## src/rtl/spi_pixel_rx.sv

```systemverilog
// SPI slave pixel receiver: oversamples sclk/sdi/ncs in the clk domain, deserialises
// PIX_W-bit pixels, tags them with a linear frame address and queues them in a small FIFO.
module spi_pixel_rx #(
  parameter int PIX_W            = 8,
  parameter int IMG_W            = 160,
  parameter int IMG_H            = 120,
  parameter int FIFO_DEPTH       = 4,
  parameter int MSB_FIRST        = 1,
  parameter int ADDR_RESET_ON_CS = 1,
  localparam int ADDR_W          = $clog2(IMG_W * IMG_H)
) (
  input  logic              clk,
  input  logic              reset,
  input  logic              sclk,
  input  logic              sdi,
  input  logic              ncs,
  output logic [PIX_W-1:0]  pix_data,
  output logic [ADDR_W-1:0] pix_addr,
  output logic              pix_valid,
  input  logic              pix_ready,
  output logic              frame_done,
  output logic              overflow,
  output logic              partial_drop
);

  localparam int PTR_W = (FIFO_DEPTH > 1) ? $clog2(FIFO_DEPTH) : 1;
  localparam int CNT_W = (PIX_W > 1) ? $clog2(PIX_W) : 1;
  localparam logic [ADDR_W-1:0] LAST_ADDR = ADDR_W'(IMG_W * IMG_H - 1);
  localparam logic [CNT_W-1:0]  LAST_BIT  = CNT_W'(PIX_W - 1);
  localparam logic [PTR_W:0]    FULL_CNT  = (PTR_W + 1)'(FIFO_DEPTH);

  // ---------------------------------------------------------------------------
  // Pin synchronisers and edge detection (third copy is the edge reference)
  // ---------------------------------------------------------------------------
  logic sclk_s1, sclk_s2, sclk_prev;
  logic sdi_s1, sdi_s2;
  logic ncs_s1, ncs_s2, ncs_prev;

  always_ff @(posedge clk) begin
    if (reset) begin
      sclk_s1   <= 1'b0;
      sclk_s2   <= 1'b0;
      sclk_prev <= 1'b0;
      sdi_s1    <= 1'b0;
      sdi_s2    <= 1'b0;
      ncs_s1    <= 1'b1;
      ncs_s2    <= 1'b1;
      ncs_prev  <= 1'b1;
    end else begin
      sclk_s1   <= sclk;
      sclk_s2   <= sclk_s1;
      sclk_prev <= sclk_s2;
      sdi_s1    <= sdi;
      sdi_s2    <= sdi_s1;
      ncs_s1    <= ncs;
      ncs_s2    <= ncs_s1;
      ncs_prev  <= ncs_s2;
    end
  end

  logic sclk_rise, ncs_rise, ncs_fall;

  assign sclk_rise = sclk_s2 & ~sclk_prev;
  assign ncs_rise  = ncs_s2 & ~ncs_prev;
  assign ncs_fall  = ~ncs_s2 & ncs_prev;

  // Events are registered once so bit capture and framing act in one common
  // stage; this also fixes the pin-to-push latency at four clk edges.
  logic cap_q, bit_q, ncs_rise_q, ncs_fall_q;

  always_ff @(posedge clk) begin
    if (reset) begin
      cap_q      <= 1'b0;
      bit_q      <= 1'b0;
      ncs_rise_q <= 1'b0;
      ncs_fall_q <= 1'b0;
    end else begin
      cap_q      <= sclk_rise & ~ncs_s2;
      bit_q      <= sdi_s2;
      ncs_rise_q <= ncs_rise;
      ncs_fall_q <= ncs_fall;
    end
  end

  // ---------------------------------------------------------------------------
  // Deserialiser and address counter
  // ---------------------------------------------------------------------------
  logic [PIX_W-1:0]  shreg, shreg_next;
  logic [CNT_W-1:0]  bitcnt;
  logic [ADDR_W-1:0] addr;
  logic              word_done, drop;
  logic              push_q;
  logic [PIX_W-1:0]  push_data;
  logic [ADDR_W-1:0] push_addr;

  if (PIX_W == 1) begin : g_one
    assign shreg_next = bit_q;
  end else if (MSB_FIRST != 0) begin : g_msb
    assign shreg_next = {shreg[PIX_W-2:0], bit_q};
  end else begin : g_lsb
    assign shreg_next = {bit_q, shreg[PIX_W-1:1]};
  end

  assign word_done = cap_q && (bitcnt == LAST_BIT);
  // A word completing alongside the ncs rise still counts as complete.
  assign drop      = ncs_rise_q && (bitcnt != '0) && !word_done;

  always_ff @(posedge clk) begin
    if (reset) begin
      shreg        <= '0;
      bitcnt       <= '0;
      addr         <= '0;
      push_q       <= 1'b0;
      push_data    <= '0;
      push_addr    <= '0;
      partial_drop <= 1'b0;
    end else begin
      push_q       <= word_done;
      partial_drop <= drop;
      if (cap_q) begin
        shreg  <= shreg_next;
        bitcnt <= word_done ? '0 : bitcnt + CNT_W'(1);
      end
      if (word_done) begin
        push_data <= shreg_next;
        push_addr <= addr;
        addr      <= (addr == LAST_ADDR) ? '0 : addr + ADDR_W'(1);
      end
      if (drop) begin
        shreg  <= '0;
        bitcnt <= '0;
      end
      if (ncs_fall_q && (ADDR_RESET_ON_CS != 0)) begin
        addr <= '0;
      end
    end
  end

  // ---------------------------------------------------------------------------
  // Output FIFO. Handshake: an entry transfers on every clk edge where
  // pix_valid && pix_ready; pix_data/pix_addr are stable while pix_valid is high
  // and not yet accepted. Push and pop in one cycle both happen, even when full.
  // ---------------------------------------------------------------------------
  logic [PIX_W-1:0]  mem_data [FIFO_DEPTH];
  logic [ADDR_W-1:0] mem_addr [FIFO_DEPTH];
  logic [PTR_W-1:0]  wr_ptr, rd_ptr;
  logic [PTR_W:0]    count;
  logic              full, pop, do_push;

  assign full    = (count == FULL_CNT);
  assign pop     = pix_valid && pix_ready;
  assign do_push = push_q && (!full || pop);

  always_ff @(posedge clk) begin
    if (do_push) begin
      mem_data[wr_ptr] <= push_data;
      mem_addr[wr_ptr] <= push_addr;
    end
  end

  always_ff @(posedge clk) begin
    if (reset) begin
      wr_ptr     <= '0;
      rd_ptr     <= '0;
      count      <= '0;
      overflow   <= 1'b0;
      frame_done <= 1'b0;
    end else begin
      if (do_push) wr_ptr <= wr_ptr + PTR_W'(1);
      if (pop)     rd_ptr <= rd_ptr + PTR_W'(1);
      case ({do_push, pop})
        2'b10:   count <= count + (PTR_W + 1)'(1);
        2'b01:   count <= count - (PTR_W + 1)'(1);
        default: count <= count;
      endcase
      if (push_q && full && !pop) overflow <= 1'b1;
      frame_done <= push_q && (push_addr == LAST_ADDR);
    end
  end

  assign pix_valid = (count != '0);
  assign pix_data  = pix_valid ? mem_data[rd_ptr] : '0;
  assign pix_addr  = pix_valid ? mem_addr[rd_ptr] : '0;

endmodule

```

## config.mk

```make
export PLATFORM = sky130hd
export DESIGN_NAME = spi_pixel_rx
export DESIGN_NICKNAME = d
export VERILOG_FILES = /design/src/rtl/spi_pixel_rx.sv
export SDC_FILE = /design/constraint.sdc
export NUM_CORES = 1
export LEC_CHECK = 0
export BUFFER_PORTS_ARGS = -buffer_cell sky130_fd_sc_hd__buf_2
export CELL_PAD_IN_SITES_DETAIL_PLACEMENT = 0
export CELL_PAD_IN_SITES_GLOBAL_PLACEMENT = 1
export CORE_ASPECT_RATIO = 0.6
export CORE_UTILIZATION = 50
export DETAILED_ROUTE_END_ITERATION = 8
export PLACE_DENSITY_LB_ADDON = 0.1
export SYNTH_ARGS = -nofsm -noshare
export SYNTH_HDL_FRONTEND = slang
export SYNTH_SLANG_ARGS = --single-unit
```

## constraint.sdc

```tcl
create_clock -name clk -period 2.94 [get_ports clk]
set_clock_uncertainty 0.2 [all_clocks]
set_input_delay 0.735 -clock clk [delete_from_list [all_inputs] [get_ports clk]]
set_output_delay 0.735 -clock clk [all_outputs]
set_load 0.01 [all_outputs]
```

==> results.json <==
{
  "leakagePower_nw": 2.51,
  "hold_end": "cap_q",
  "cts_buffers": 17,
  "initial_utilization_pct": 52.1,
  "avgSynthCellArea_um2": 13.4,
  "n_antenna_cell": 0,
  "layout_setup_ws_ps": 123,
  "period_share_pct": 95.8,
  "yosys.area.top_type_share_pct": 43.3,
  "yosysSeqAreaShare_pct": 66.2,
  "area_delta_synth_final_pct": 14.6,
  "via_count": 3570,
  "cts_tree": "yes",
  "dr.first_iter.drc_count": 175,
  "crit_arrival_ps": 1880,
  "period_minus_slack_ps": 2820,
  "grt_overflow": 0,
  "synth_common_cells": "92 x edfxtp_1, 73 x dfxtp_1, 54 x nand2_1",
  "max_freq_ghz": 0.355,
  "antenna_found_initial": 0,
  "slew_violations": 0,
  "hold_buffers": 0,
  "ys_types": 42,
  "worstSkewPairLatency_ps": 420,
  "clock_sinks": 165,
  "reg2regPathDepth": 7,
  "drive_gt1_share_pct": 21.0,
  "maxCapViolations": 0,
  "status": "completed",
  "post_cts_resized": 0,
  "clk_pin_slew_worst_paths_ps": 70,
  "portBuffers": 32,
  "grt_max_degree": 32,
  "viasPerCell": 5.17,
  "die_w_um": 148,
  "worst_slew_pin_slew_ps": 483,
  "critPathLaunchType": "flip-flop",
  "crit_chain": "buf_12 -> mux4_2 -> and2_1 -> buf_2",
  "drt-total-wl_mm": 11.2,
  "cts_root_buf": "clkbuf_16",
  "worstPathMaxFanout": 23,
  "h-tree-depth": 4,
  "clk_path_buf_depth": 2,
  "min_from": "sclk_prev",
  "hpwl_mm": 7.23,
  "relSlewSlack_pct": 67.8,
  "hp-class": "flip-flop to flip-flop",
  "setup_viol": 0,
  "ant_nets": 0,
  "place_ws_ps": 266,
  "crit_required_ps": 2010,
  "rows": 31,
  "setup_tns_ps": 0,
  "r2r_start": "count[0]",
  "post_cts_buffers": 0,
  "crit_path_end_kind": "output pin",
  "seq_area_mm2": 0.00422,
  "die_h_um": 89.5,
  "boundaryPins": 33,
  "ys_ff_latch": 165,
  "track_usage_pct": 18.4,
  "rsz0062_at_grt": "false",
  "powerDensity_mw_per_mm2": 621,
  "yosysWarnings": 0,
  "fill_cells": 987,
  "vdd.ir_drop.worst_mv": 0.366,
  "core_mm2": 0.0123,
  "hold_violations": 0,
  "timing_worst_setup_path_type": "flip-flop to output pin",
  "grt_pass1_wl_mm": 17.8,
  "dr.pass1.iters": 4,
  "netlist_area_mm2": 0.00638,
  "syn_inst": 478,
  "synth_edf_count": 92,
  "gp_congestion": 0.796,
  "yosysTopAreaCell": "edfxtp_1",
  "synth_flop_cell": "edfxtp_1",
  "multiInputGateArea_mm2": 0.00202,
  "fin_nets": 528,
  "first_global_vias": 3298,
  "cpPeakStageDelay_ps": 570,
  "synth.area.top_cells": "edfxtp_1 43%, dfxtp_1 23%, mux4_2 8.1%",
  "synth.most_common_cell": "edfxtp_1",
  "r2r_slack_ps": 450,
  "dieArea_mm2": 0.0132,
  "synthArstFlopShare_pct": 0,
  "min_path_cells": 1,
  "cp_slowest_cell": "mux4_2",
  "synth_fp_nets": 493,
  "wl_per_cell_um": 16.2,
  "reg2reg_to": "count[2]",
  "drc": 0
}
[worst max path at each step]
stage | start | slack (ps) | to
2_1_floorplan | pix_ready | 150 | count[2]
3_3_place_gp | pix_ready | 280 | count[2]
3_5_place_dp | pix_ready | 270 | count[2]
4_1_cts | flip-flop | 90 | pix_addr[5]
5_1_grt | flip-flop | 40 | pix_addr[5]
6_report | flip-flop | 120 | pix_addr[5]
[layout by cell type, fill, tap and decap left out, drive strengths merged, types with 9 or more instances in the layout]
master	n
nand3	9
dfxtp	73
nand2	54
clkbuf	17
nor2	35
edfxtp	92
nand4	9
mux2i	10
a21oi	30
inv	17
mux4	23
and2	28
buf	45
[state kept, by name, indices dropped and copies added, names as in the netlist, 2 cells and up, named ones only]
signal,count
push_data,8
push_addr,15
count,3
shreg,7
rd_ptr,2
addr,15
bitcnt,3
wr_ptr,2
mem_addr,60
mem_data,32
[routing by layer]
metal  up-vias  share of wire [%]  wire (µm)  GRT usage, %
li1       1787                  -          -             -
met1      1710                 54       6060          27.9
met2        63                 41       4570          25.5
met3        10                4.1        460          5.05
met4         0               0.69         77          6.19
met5         -                  0          0             0
[per-stage QoR]
stage | hold slack, ps | area [µm²] | std cells | util, % | total power, mW
global route | 210 | 7320 | 690 | 59.7 | 4.69
finish | 197 | 7320 | 690 | 59.7 | 4.55
detailed placement | 195 | 6750 | 659 | 55.1 | 2.50
CTS | 199 | 7320 | 690 | 59.7 | 4.59
global placement | 180 | 6750 | 659 | 55.1 | 2.50
floorplan | 173 | 6380 | 478 | - | 2.49
[logic make-up after synthesis]
| logic type | Yosys count | share of synthesized area, % |
|---|---|---|
| simple gates | 178 | 14.5 |
| flops | 165 | 66.2 |
| compound gates | 39 | 3.33 |
| buf+inv | 38 | 2.27 |
| mux | 33 | 9.68 |
| xor+xnor | 16 | 2.19 |
| fa+ha+maj | 9 | 1.88 |
[where the power goes]
| group | internal (mW) | total, mW | switching (mW) |
|---|---|---|---|
| Clock | 1.12 | 2.10 | 0.977 |
| Sequential | 2.41 | 2.42 | 0.00169 |
| Combinational | 0.0105 | 0.0318 | 0.0213 |
| Total | 3.55 | 4.55 | 1.00 |
[area by class of cell]
class / instances / share of cell area (%)
Clock buffer: 17 / 5.81
Clock inverter: 14 / 1.92
Inverter: 9 / 0.462
Multi-Input combinational cell: 275 / 27.6
Sequential cell: 165 / 57.7
Tap cell: 165 / 2.82
Timing Repair Buffer: 45 / 3.69
[worst max-delay path: cells and delay by family (launching register included)]
kind	cells	cell delay (ps)
flops	1	360
simple gates	1	180
buf+inv	2	350
mux	1	570
Note: power is estimated with default switching activity, not from simulation.
